[src/rtl/vga_timing_gen.sv]
// VGA raster timing generator: pix_en-strobed h/v counters with registered sync,
// data-enable and line/frame strobes, plus an optional pix_en-clocked delay line.
module vga_timing_gen #(
    parameter int unsigned H_ACTIVE    = 640,
    parameter int unsigned H_FP        = 16,
    parameter int unsigned H_SYNC      = 96,
    parameter int unsigned H_BP        = 48,
    parameter int unsigned V_ACTIVE    = 480,
    parameter int unsigned V_FP        = 10,
    parameter int unsigned V_SYNC      = 2,
    parameter int unsigned V_BP        = 33,
    parameter bit          HS_POL      = 1'b0,
    parameter bit          VS_POL      = 1'b0,
    parameter int unsigned CNT_W       = 10,
    parameter int unsigned PIPE_STAGES = 0
) (
    input  logic             clk,
    input  logic             rst_n,
    input  logic             pix_en,
    output logic [CNT_W-1:0] pix_x,
    output logic [CNT_W-1:0] pix_y,
    output logic             de,
    output logic             hsync,
    output logic             vsync,
    output logic             line_start,
    output logic             frame_start
);

    localparam int unsigned H_TOTAL = H_ACTIVE + H_FP + H_SYNC + H_BP;
    localparam int unsigned V_TOTAL = V_ACTIVE + V_FP + V_SYNC + V_BP;
    localparam int unsigned SR_LEN  = (PIPE_STAGES > 0) ? PIPE_STAGES : 1;

    generate
        if ((H_TOTAL > (2 ** CNT_W)) || (V_TOTAL > (2 ** CNT_W))) begin : g_bad_cnt_w
            $error("vga_timing_gen: CNT_W too narrow for H_TOTAL/V_TOTAL");
        end
        if (PIPE_STAGES > 4) begin : g_bad_pipe
            $error("vga_timing_gen: PIPE_STAGES must be 0..4");
        end
    endgenerate

    localparam logic [CNT_W-1:0] H_LAST = CNT_W'(H_TOTAL - 1);
    localparam logic [CNT_W-1:0] V_LAST = CNT_W'(V_TOTAL - 1);
    localparam logic [CNT_W-1:0] H_DE   = CNT_W'(H_ACTIVE);
    localparam logic [CNT_W-1:0] H_SS   = CNT_W'(H_ACTIVE + H_FP);
    localparam logic [CNT_W-1:0] H_SE   = CNT_W'(H_ACTIVE + H_FP + H_SYNC);
    localparam logic [CNT_W-1:0] V_DE   = CNT_W'(V_ACTIVE);
    localparam logic [CNT_W-1:0] V_SS   = CNT_W'(V_ACTIVE + V_FP);
    localparam logic [CNT_W-1:0] V_SE   = CNT_W'(V_ACTIVE + V_FP + V_SYNC);

    typedef struct packed {
        logic frame_start;
        logic line_start;
        logic vsync;
        logic hsync;
        logic de;
    } dec_t;

    localparam dec_t DEC_IDLE = '{1'b0, 1'b0, ~VS_POL, ~HS_POL, 1'b0};

    logic [CNT_W-1:0] h_cnt, v_cnt;
    logic [CNT_W-1:0] h_next, v_next;
    dec_t             dec_next;
    dec_t             tap;
    dec_t             sr [SR_LEN];

    always_comb begin
        h_next = h_cnt + 1'b1;
        v_next = v_cnt;
        if (h_cnt == H_LAST) begin
            h_next = '0;
            v_next = (v_cnt == V_LAST) ? '0 : v_cnt + 1'b1;
        end
    end

    // Decode the counts that will be loaded, so outputs carry zero latency vs pix_x/pix_y.
    always_comb begin
        dec_next             = DEC_IDLE;
        dec_next.de          = (h_next < H_DE) && (v_next < V_DE);
        dec_next.hsync       = ((h_next >= H_SS) && (h_next < H_SE)) ? HS_POL : ~HS_POL;
        dec_next.vsync       = ((v_next >= V_SS) && (v_next < V_SE)) ? VS_POL : ~VS_POL;
        dec_next.line_start  = (h_next == '0);
        dec_next.frame_start = (h_next == '0) && (v_next == '0);
    end

    always_comb begin
        if (PIPE_STAGES == 0) tap = dec_next;
        else                  tap = sr[SR_LEN-1];
    end

    always_ff @(posedge clk or negedge rst_n) begin
        if (!rst_n) begin
            h_cnt       <= H_LAST;
            v_cnt       <= V_LAST;
            de          <= 1'b0;
            hsync       <= ~HS_POL;
            vsync       <= ~VS_POL;
            line_start  <= 1'b0;
            frame_start <= 1'b0;
            for (int unsigned i = 0; i < SR_LEN; i++) sr[i] <= DEC_IDLE;
        end else begin
            // Strobes drop on idle clks so they stay one clk wide at any pix_en rate.
            line_start  <= 1'b0;
            frame_start <= 1'b0;
            if (pix_en) begin
                h_cnt       <= h_next;
                v_cnt       <= v_next;
                sr[0]       <= dec_next;
                for (int unsigned i = 1; i < SR_LEN; i++) sr[i] <= sr[i-1];
                de          <= tap.de;
                hsync       <= tap.hsync;
                vsync       <= tap.vsync;
                line_start  <= tap.line_start;
                frame_start <= tap.frame_start;
            end
        end
    end

    assign pix_x = h_cnt;
    assign pix_y = v_cnt;

endmodule

[config.mk]
export PLATFORM = sky130hd
export DESIGN_NAME = vga_timing_gen
export DESIGN_NICKNAME = d
export VERILOG_FILES = /design/src/rtl/vga_timing_gen.sv
export SDC_FILE = /design/constraint.sdc
export NUM_CORES = 1
export LEC_CHECK = 0
export BUFFER_PORTS_ARGS = -buffer_cell sky130_fd_sc_hd__buf_2
export CAP_MARGIN = 10
export CORE_MARGIN = 10
export CORE_UTILIZATION = 38
export CTS_BUF_LIST = sky130_fd_sc_hd__clkbuf_4 sky130_fd_sc_hd__clkbuf_8
export DETAILED_ROUTE_END_ITERATION = 10
export GPL_TIMING_DRIVEN = 0
export SLEW_MARGIN = 25
export SYNTH_ARGS = -nofsm -noshare
export SYNTH_HDL_FRONTEND = slang
export SYNTH_SLANG_ARGS = --single-unit
[constraint.sdc]
create_clock -name clk -period 3.6 [get_ports clk]
set_clock_uncertainty 0.2 [all_clocks]
set_input_delay 0.18 -clock clk [delete_from_list [all_inputs] [get_ports clk]]
set_output_delay 0.18 -clock clk [all_outputs]
set_load 0.01 [all_outputs]
==> impl_results.md, run 1 <==
* Status: completed
* CP Max Fanout at 10
* Final Max Slew Viols at 0
* Routed len/inst at 15.91 um
* CTS HTree Levels at 1
* Site Rows at 24
* Post-synth EDFFs at 0
* Worst hold path startpoint: pix_en
* Min Tclk post-route at 2.942 ns
* CORE AREA at 4354 sq um
* Worst hold endpoint: pix_x[6]$_DFFE_PN0P_
* Fin crit share at 0.8172
* Synth-to-layout area growth at 15.00%
* Tot GR Track Use at 0.1174
* Static leakage at 0.7904 nW
* Mapped Cells at 192
* Ys flop type: dfrtp_1
* Share of power burned in registers at 0.434
* Mapped cell area at 1702 sq um
* Gr ovfl total at 0
* First drt pass iteration count at 6
* Die Area at 7554 sq um
* Number of synthesized register bits at 25
* Seq/Total Area, Yosys at 0.3765
* Nets at about 230
* Yosys warns at 0
* Vias per inst at 5.771
* RD Place Congestion at 0.8046
* Post-DP HPWL at ~3.3 mm
* Layout cell share with drive strength beyond 1 at 0.2780
* Pin slew with the least headroom to its limit at 0.5907 ns
* P_int at 567.1 uW
* Longest Clk Path Bufs at 2
* Slew HR at 0.6041
* FF-to-FF End: pix_y[6]$_DFFE_PN0P_
* Combinational group share of total power at 0.355
* Height of the chip at 86.92 um
* Max_cap viols at 0
* Syn_nets at approximately 200
* Final Setup Violations at 0
* Post-CTS setup buffer count at 0
* Req. time, crit path at 3.60 ns
* Reg2reg setup slack at approximately 0.66 ns
* Post-CTS Hold Buffers at 1
* Number of global-route vias before repair at 1469
* Diode count at 0
* Crit Path Class: register to register
* Worst Setup End Kind: register
* Async SR Flop Fraction at 1.000
* Worst reg2reg path depth at 7
* Crit path arrival time at 2.94 ns
* CTS tree: yes
* CTS sink cnt at 25
* Initial antenna violation count at 0
* Final Hold Fails at 0
* Maximum VDD drop at 0.2102 mV
* Inserted Clock Buffers at 3
* Distinct cells, synth at 49
* IO buf count at 26
* Switch Pwr at 319.9 uW
* Worst R2R Start: pix_x[0]$_DFFE_PN1P_
* Syn_area_per_cell at 8.863 sq um
* Routed Antenna Nets at 0
* Largest net degree at the start of global routing at 26
* RSZ-0062 raised after global routing: no
* HP Class: input pin to register
* Fmax at about 340 MHz
* Power per cell area at about 450 nW/um^2
* First-pass GRT wire length at ~7.5 mm
* Die width at 86.92 um
* Startpoint types: register
* Routed via count at ~1600
* Hold depth at 3
* I/O pin count at 28
* Final wirelength at around 4.4 mm
* Final Power at 887.0 uW
* Setup TNS at 0 ns
* Clock power share at 0.211
* Initial cell density of the core at 0.3908
* Post-CTS sizing at 0
* Root Driver: clkbuf_8
* Switch share at 0.3607
* Fill count at between 400 and 500
* Residual DRC at 0
* DRT iter0 DRCs at 207
* Clock-pin slew on the worst setup and hold paths at about 0.10 ns
* Clock Latency Late Sink at 0.28 ns
[power by group through the flow]
stage | Clock, mW | Sequential (mW) | Combinational, mW
2_1_floorplan | 0 | 0.403 | 0.208
3_3_place_gp | 0 | 0.387 | 0.314
3_5_place_dp | 0 | 0.391 | 0.316
4_1_cts | 0.192 | 0.386 | 0.319
5_1_grt | 0.203 | 0.394 | 0.351
6_report | 0.187 | 0.385 | 0.315
[how the worst max path moves through the flow]
stage	from	endpoint	slack, ns	cells past startpoint
3_5_place_dp	pix_x[0]$_DFFE_PN1P_	pix_y[6]$_DFFE_PN0P_	0.69	7
3_3_place_gp	pix_x[0]$_DFFE_PN1P_	pix_y[6]$_DFFE_PN0P_	0.65	7
2_1_floorplan	pix_x[0]$_DFFE_PN1P_	frame_start$_DFF_PN0_	1.03	7
5_1_grt	pix_x[0]$_DFFE_PN1P_	pix_y[6]$_DFFE_PN0P_	0.42	7
6_report	pix_x[0]$_DFFE_PN1P_	pix_y[6]$_DFFE_PN0P_	0.66	7
4_1_cts	pix_x[0]$_DFFE_PN1P_	pix_y[6]$_DFFE_PN0P_	0.65	7
[critical path: stages (launching register included)]
cell,delay [ns]
dfstp_2,0.60
ha_1,0.26
nand4_1,0.24
nor3_2,0.52
buf_2,0.32
nand2_1,0.26
nor3_1,0.27
xor2_1,0.19
[area by class of cell]
cell class | instances | area (sq um) | area share
Buffer | 12 | 72.57 | 0.03708
Multi-Input combinational cell | 147 | 958.4 | 0.4898
Inverter | 8 | 30.03 | 0.01535
Timing Repair Buffer | 27 | 140.1 | 0.07161
Sequential cell | 25 | 640.6 | 0.3274
Clock inverter | 1 | 8.758 | 0.004476
Tap cell | 52 | 65.06 | 0.03325
Clock buffer | 3 | 41.29 | 0.02110
[registers in the layout, summed over array words and instances, names as in the netlist]
register     cells
de               1
frame_start      1
hsync            1
line_start       1
pix_x           10
pix_y           10
vsync            1
[stage by stage]
stage | instance area [sq um] | utilization | hold WS, ns | cells | setup slack [ns]
after floorplan | 1702 | - | -0.3156 | 192 | 1.029
after global placement | 1897 | 0.4356 | 0.008784 | 270 | 0.6531
after detailed placement | 1897 | 0.4356 | 0.01887 | 270 | 0.6872
after CTS | 1957 | 0.4494 | 0.2043 | 275 | 0.6496
after global routing | 1957 | 0.4494 | 0.2285 | 275 | 0.4158
final | 1957 | 0.4494 | 0.1945 | 275 | 0.6581
[per-layer routing]
layer	vias up	track usage	part of all wire
li1	771	-	-
met1	752	0.1678	0.48
met2	56	0.1726	0.43
met3	8	0.02247	0.075
met4	0	0.03387	0.0085
met5	-	0	0
[cell usage after synthesis (5+ instances only)]
cell	count	area share
nor3_1	7	0.021
o21ai_0	16	0.047
or3_1	5	0.018
nand2_1	17	0.037
clkbuf_1	5	0.011
inv_1	8	0.018
dfstp_2	12	0.19
a21oi_1	13	0.038
dfrtp_1	13	0.19
nand4_1	6	0.022
nand3_1	9	0.026
nor2_1	10	0.022
xnor2_1	11	0.057
[logic make-up (layout without fill, tap and decap cells)]
kind of cell	count (synthesis)	count (layout)	synth area share
buffers and inverters	20	51	0.06030
AO/OA/AOI/OAI	48	48	0.1765
XOR/XNOR	15	15	0.07720
flip-flops	25	25	0.3765
multiplexers	3	3	0.01838
AND/OR/NAND/NOR	77	77	0.2618
adder cells (fa/ha/maj)	4	4	0.02941
[cell usage in the layout, fill, tap and decap left out, drive strengths merged, types with 6 or more instances in the layout]
master	n
dfstp	12
buf	33
inv	9
nand3	9
nor3	10
dfrtp	13
nor2	10
a21oi	13
nand2	18
clkbuf	8
o21ai	16
nand4	6
xnor2	11
No activity file was read; power rests on OpenSTA's default activity.
==> inputs of run 2 (changes only) <==
Clock period 3.6 ns to 2.61 ns, I/O delays scaled along.
==> run 2 against run 1 <==
- die area unchanged
- flip-flop and latch count unchanged
- design area up 8.7%
- worst hold slack worse by 0.037 ns
- routed wire length up 5.6%
- global-route usage up 0.35 points
- critical path depth unchanged
- non-clock buffer count up 9
==> impl_results.md, run 2 (same netlist as run 1, synthesis figures left out) <==
* Clock Latency Late Sink at 0.28 ns (about the same)
* Site Rows at 24 (unchanged)
* Slew HR at 0.6209 (was 0.6041)
* Root Driver: clkbuf_8 (unchanged)
* Fmax at 389.5 MHz (was 339.9 MHz)
* Final setup margin at 0.04238 ns (was 0.6581 ns)
* Startpoint types: register (unchanged)
* Crit Path Class: register to register (unchanged)
* CORE AREA at 4354 sq um (unchanged)
* CTS HTree Levels at 1 (unchanged)
* Die Area at 7554 sq um (unchanged)
* Die width at 86.92 um (unchanged)
* Most common cell after layout, fill and taps aside: buf_2 (unchanged)
* I/O pin count at 28 (unchanged)
* Diode count at 0 (unchanged)
* Final Hold Fails at 0 (unchanged)
* Final Cell Area at 2127 sq um (was 1957 sq um)
* Worst R2R Start: pix_x[0]$_DFFE_PN1P_ (unchanged)
* Req. time, crit path at 2.60 ns (was 3.60 ns)
* Routed via count at 1615 (was 1587)
* Synth-to-layout area growth at 25.00% (was 15.00%)
* Final Setup Violations at 0 (unchanged)
* Initial cell density of the core at 0.3908 (unchanged)
* First drt pass iteration count at 4 (was 6)
* Area after DPL at 1897 sq um (unchanged)
* Worst hold margin at 0.1575 ns (was 0.1945 ns)
* Routed Antenna Nets at 0 (unchanged)
* Final Max Slew Viols at 0 (unchanged)
* Number of global-route vias before repair at 1521 (was 1469)
* Power per cell area at 607.8 nW/um^2 (was 453.3 nW/um^2)
* CTS tree: yes (unchanged)
* Tot GR Track Use at 0.1209 (was 0.1174)
* IO buf count at 26 (unchanged)
* DRT iter0 DRCs at 245 (was 207)
* Pre-CTS setup slack at -0.3028 ns (was 0.6872 ns)
* Final core occ at 0.4885 (was 0.4494)
* RD Place Congestion at 0.8046 (unchanged)
* Post-Layout Cell Count at 284 (was 275)
* CTS sink cnt at 25 (unchanged)
* Static leakage at 0.8770 nW (was 0.7904 nW)
* Inserted Clock Buffers at 3 (unchanged)
* Setup TNS at 0 ns (unchanged)
* First-pass GRT wire length at 7.700 mm (was 7.486 mm)
* Status: completed (unchanged)
* Fin crit share at 0.9838 (was 0.8172)
* Nets at 240 (was 231)
* Max_cap viols at 0 (unchanged)
* Height of the chip at 86.92 um (unchanged)
* Worst reg2reg path depth at 7 (unchanged)
* Crit path arrival time at 2.56 ns (was 2.94 ns)
* Worst Setup End Kind: register (unchanged)
* Clock-pin slew on the worst setup and hold paths at 0.11 ns (was 0.10 ns)
* Largest net degree at the start of global routing at 26 (unchanged)
* Min Tclk post-route at 2.568 ns (was 2.942 ns)
* Maximum VDD drop at 0.3186 mV (was 0.2102 mV)
* Final Power at 1.293 mW (was 887.0 uW)
* Residual DRC at 0 (unchanged)
* CP Max Fanout at 5 (was 10)
* Vias per inst at 5.687 (was 5.771)
* Initial antenna violation count at 0 (unchanged)
* Post-DP HPWL at 3.262 mm (unchanged)
* FF-to-FF End: frame_start$_DFF_PN0_ (was pix_y[6]$_DFFE_PN0P_)
* Final wirelength at 4.619 mm (was 4.374 mm)
* Layout cell share with drive strength beyond 1 at 0.3578 (was 0.2780)
* Hold depth at 3 (unchanged)
* DP Cell Count at 270 (unchanged)
* HP Class: input pin to register (unchanged)
* Gr ovfl total at 0 (unchanged)
* Most frequent cells in the layout: buf_2 (30), nand2_1 (17), o21ai_0 (16) (unchanged)
* Reg2reg setup slack at 0.04 ns (was 0.66 ns)
* Pin slew with the least headroom to its limit at 0.5687 ns (was 0.5907 ns)
* Worst hold endpoint: pix_x[6]$_DFFE_PN0P_ (unchanged)
* Routed len/inst at 16.26 um (was 15.91 um)
* Worst hold path startpoint: pix_en (unchanged)
* Longest Clk Path Bufs at 2 (unchanged)
run 2: cell types whose count changed in the layout (fill, tap and decap cells not counted), sizes merged:
cell / change
clkbuf: -2
buf: +11
run 2: where the power goes:
group          internal, mW  switching [mW]  total [mW]
logic                 0.240           0.267       0.507
registers             0.470          0.0582       0.529
clock network         0.112           0.145       0.257
run 2: area by class of cell:
type / count / area, sq um
Fill cell: 412 / 2227
Multi-Input combinational cell: 147 / 1054
Sequential cell: 25 / 640.6
Timing Repair Buffer: 38 / 222.7
Buffer: 10 / 65.06
Tap cell: 52 / 65.06
Clock buffer: 3 / 41.29
Inverter: 8 / 30.03
Clock inverter: 1 / 8.758
run 2: how the worst max path moves through the flow:
stage	from	endpoint	slack, ns
final	pix_x[0]$_DFFE_PN1P_	frame_start$_DFF_PN0_	0.04
after global routing	pix_x[0]$_DFFE_PN1P_	frame_start$_DFF_PN0_	-0.002
after CTS	pix_x[7]$_DFFE_PN0P_	pix_y[6]$_DFFE_PN0P_	0.001
after detailed placement	pix_x[0]$_DFFE_PN1P_	pix_y[6]$_DFFE_PN0P_	-0.30
after global placement	pix_x[0]$_DFFE_PN1P_	pix_y[6]$_DFFE_PN0P_	-0.34
after floorplan	pix_x[0]$_DFFE_PN1P_	frame_start$_DFF_PN0_	0.04
run 2: worst max-delay path, stage by stage (launching register included):
cell      delay [ns]
dfstp_2         0.41
buf_4           0.15
and3_4          0.20
and3_4          0.20
a2111o_1        0.43
o311ai_2        0.11
or4b_4          0.55
nor4_4          0.22
run 2: routing by layer:
metal	wire length, um	track usage
met1	2151	0.1696
met2	2096	0.1812
met3	323	0.02060
met4	48	0.03976
met5	0	0
run 2: repair_timing:
item                                    4_1_cts  5_1_grt
setup buffers                                 6        5
hold endpoints to repair                     13        0
hold buffers                                  1        0
endpoints found under the setup margin       12        9
gates resized for setup                       8        7
pin swaps                                     2        7
gates cloned                                  0        0
==> inputs of run 3 (changes only) <==
Settings changed: CELL_PAD_IN_SITES_DETAIL_PLACEMENT set to 1, CELL_PAD_IN_SITES_GLOBAL_PLACEMENT set to 2, CORE_UTILIZATION 38 to 32, PLACE_DENSITY_LB_ADDON set to 0.1.
==> run 3 against run 2 <==
- sequential share of layout area down 0.44 points
- worst hold slack better by 0.028 ns
- sequential power about the same
- total power down 0.39%
- clock power down 5%
- routed wire length up 14%
- global-route usage about the same
- largest cell class unchanged
==> impl_results.md, run 3 (same netlist as run 1, synthesis figures left out) <==
* GRT met2 Usage at 0.2150 (was 0.1812)
* Status: completed (unchanged)
* DRT iter0 DRCs at 39 (was 245)
* Die Area at 8634 sq um (was 7554 sq um)
* Fmax at 393.7 MHz (was 389.5 MHz)
* Crit path to: frame_start$_DFF_PN0_ (unchanged)
* Maximum VDD drop at 0.2618 mV (was 0.3186 mV)
* Synth-to-layout area growth at 26.84% (was 25.00%)
* Fill count at 637 (was 412)
* Routed len/inst at 17.40 um (was 16.26 um)
* Most common cell after layout, fill and taps aside: buf_2 (unchanged)
* Final Max Slew Viols at 0 (unchanged)
* Slowest cell on the critical path: dfstp_2 (was or4b_4)
* Die width at 92.92 um (was 86.92 um)
* Final setup margin at 0.07022 ns (was 0.04238 ns)
* Clock Latency Late Sink at 0.27 ns (was 0.28 ns)
* Pre-CTS setup slack at -0.3738 ns (was -0.3028 ns)
* Layout cell share with drive strength beyond 1 at 0.3648 (was 0.3578)
* Worst hold margin at 0.1860 ns (was 0.1575 ns)
* Longest Clk Path Bufs at 2 (unchanged)
* Crit Path Class: register to register (unchanged)
* Startpoint types: register (unchanged)
* Slew HR at 0.6120 (was 0.6209)
* CP max stage delay at 0.57 ns (was 0.55 ns)
* Reg2reg setup slack at 0.07 ns (was 0.04 ns)
* Root Driver: clkbuf_8 (unchanged)
* Routed via count at 1611 (was 1615)
* CP Max Fanout at 5 (unchanged)
* Pin slew with the least headroom to its limit at 0.5820 ns (was 0.5687 ns)
* Worst R2R Start: pix_x[0]$_DFFE_PN1P_ (unchanged)
* CTS HTree Levels at 1 (unchanged)
* Largest net degree at the start of global routing at 26 (unchanged)
* Site Rows at 26 (was 24)
* RD Place Congestion at 0.7553 (was 0.8046)
* I/O pin count at 28 (unchanged)
* CTS tree: yes (unchanged)
* Post-DP HPWL at 3.977 mm (was 3.262 mm)
* Delay-heaviest family, CP: simple AND/OR/NAND/NOR gates (unchanged)
* Initial antenna violation count at 0 (unchanged)
* Cell Chain, Critical Path: ha_4 > nand4_1 > buf_6 > a2111o_1 > o311ai_2 > or4b_4 > nor4_2 (was buf_4 > and3_4 > and3_4 > a2111o_1 > o311ai_2 > or4b_4 > nor4_4)
* Final Hold Fails at 0 (unchanged)
* GRT met3 Usage at 0.03148 (was 0.02060)
* CP Depth at 7 (unchanged)
* Final Setup Violations at 0 (unchanged)
* Worst reg2reg path depth at 7 (unchanged)
* CTS sink cnt at 25 (unchanged)
* CORE AREA at 5140 sq um (was 4354 sq um)
* FF-to-FF End: frame_start$_DFF_PN0_ (unchanged)
* DP Cell Count at 288 (was 270)
* Static leakage at 0.8693 nW (was 0.8770 nW)
* IO buf count at 26 (unchanged)
* Vias per inst at 5.317 (was 5.687)
* Req. time, crit path at 2.59 ns (was 2.60 ns)
* First drt pass iteration count at 4 (unchanged)
* Clock-pin slew on the worst setup and hold paths at 0.09 ns (was 0.11 ns)
* Buf+Inv Stages, Crit Path at 1 (unchanged)
* Inserted Clock Buffers at 3 (unchanged)
* Tot GR Track Use at 0.1205 (was 0.1209)
* Final Power at 1.288 mW (was 1.293 mW)
* Max_cap viols at 0 (unchanged)
* Power per cell area at 596.7 nW/um^2 (was 607.8 nW/um^2)
* Nets at 241 (was 240)
* Hold depth at 3 (unchanged)
* First-pass GRT wire length at 8.542 mm (was 7.700 mm)
* Number of global-route vias before repair at 1686 (was 1521)
* Worst Setup End Kind: register (unchanged)
* Min Tclk post-route at 2.540 ns (was 2.568 ns)
* Initial cell density of the core at 0.3311 (was 0.3908)
* Fin crit share at 0.9731 (was 0.9838)
* Routed Antenna Nets at 0 (unchanged)
* Post-Layout Cell Count at 303 (was 284)
* Most frequent cells in the layout: buf_2 (29), nand2_1 (17), o21ai_0 (16) (was buf_2 (30), nand2_1 (17), o21ai_0 (16))
* Height of the chip at 92.92 um (was 86.92 um)
* Residual DRC at 0 (unchanged)
* Diode count at 0 (unchanged)
* Gr ovfl total at 0 (unchanged)
* CP startpoint: pix_x[0]$_DFFE_PN1P_ (unchanged)
* Final core occ at 0.4199 (was 0.4885)
* Busiest grt layer: met2 (unchanged)
* Met1 Use GR at 0.1341 (was 0.1696)
* HP Class: input pin to register (unchanged)
* Crit path arrival time at 2.52 ns (was 2.56 ns)
* Final wirelength at 5.272 mm (was 4.619 mm)
-- run 3: metal layers --
metal  share of wire  routed length (um)  vias to the layer above
met2            0.52                2723                       30
met1            0.42                2204                      791
met3           0.042                 220                       10
met5               0                   0                        -
li1                -                   -                      780
met4           0.023                 123                        0
-- run 3: power breakdown --
group	internal [mW]	switching, mW
Sequential	0.471	0.0574
Clock	0.120	0.125
Combinational	0.235	0.280
-- run 3: tightest hold or removal path, delay by kind of cell --
family | cells | cell delay, ns
xor+xnor | 1 | 0.06
buf+inv | 1 | 0.24
simple gates | 1 | 0.18
-- run 3: worst min-delay path by stage --
stage                 from              endpoint  slack [ns]
floorplan            rst_n        de$_DFFE_PN0P_       -0.37
global placement     rst_n  pix_x[7]$_DFFE_PN0P_       -0.04
detailed placement   rst_n  pix_x[7]$_DFFE_PN0P_       -0.03
CTS                 pix_en  pix_x[6]$_DFFE_PN0P_        0.20
global route         rst_n  pix_y[0]$_DFFE_PN0P_        0.25
finish              pix_en  pix_x[6]$_DFFE_PN0P_        0.19
-- run 3: metrics by stage --
step	cell area, sq um	setup TNS (ns)
floorplan	1702	0
global route	2158	-0.04550
global placement	1919	-2.606
finish	2158	0
detailed placement	1919	-2.703
CTS	2061	0
-- run 3: layout make-up --
class                   count  area, sq um  area share
flip-flops and latches     25        640.6      0.2968
well taps                  70        87.58     0.04058
clock buffers               4        48.80     0.02261
multi-input cells         147         1052      0.4875
inverters                   8        30.03     0.01391
repair buffers             38        226.5      0.1049
plain buffers              11        72.57     0.03362
-- run 3: timing repair --
item                                    in CTS  in global routing
hold buffers                                 1                  0
setup buffers                                5                  6
pin swaps                                    4                  6
endpoints found under the setup margin      12                  9
gates resized for setup                      9                 11
endpoints found under the hold margin       13                  0
cloned                                       0                  0
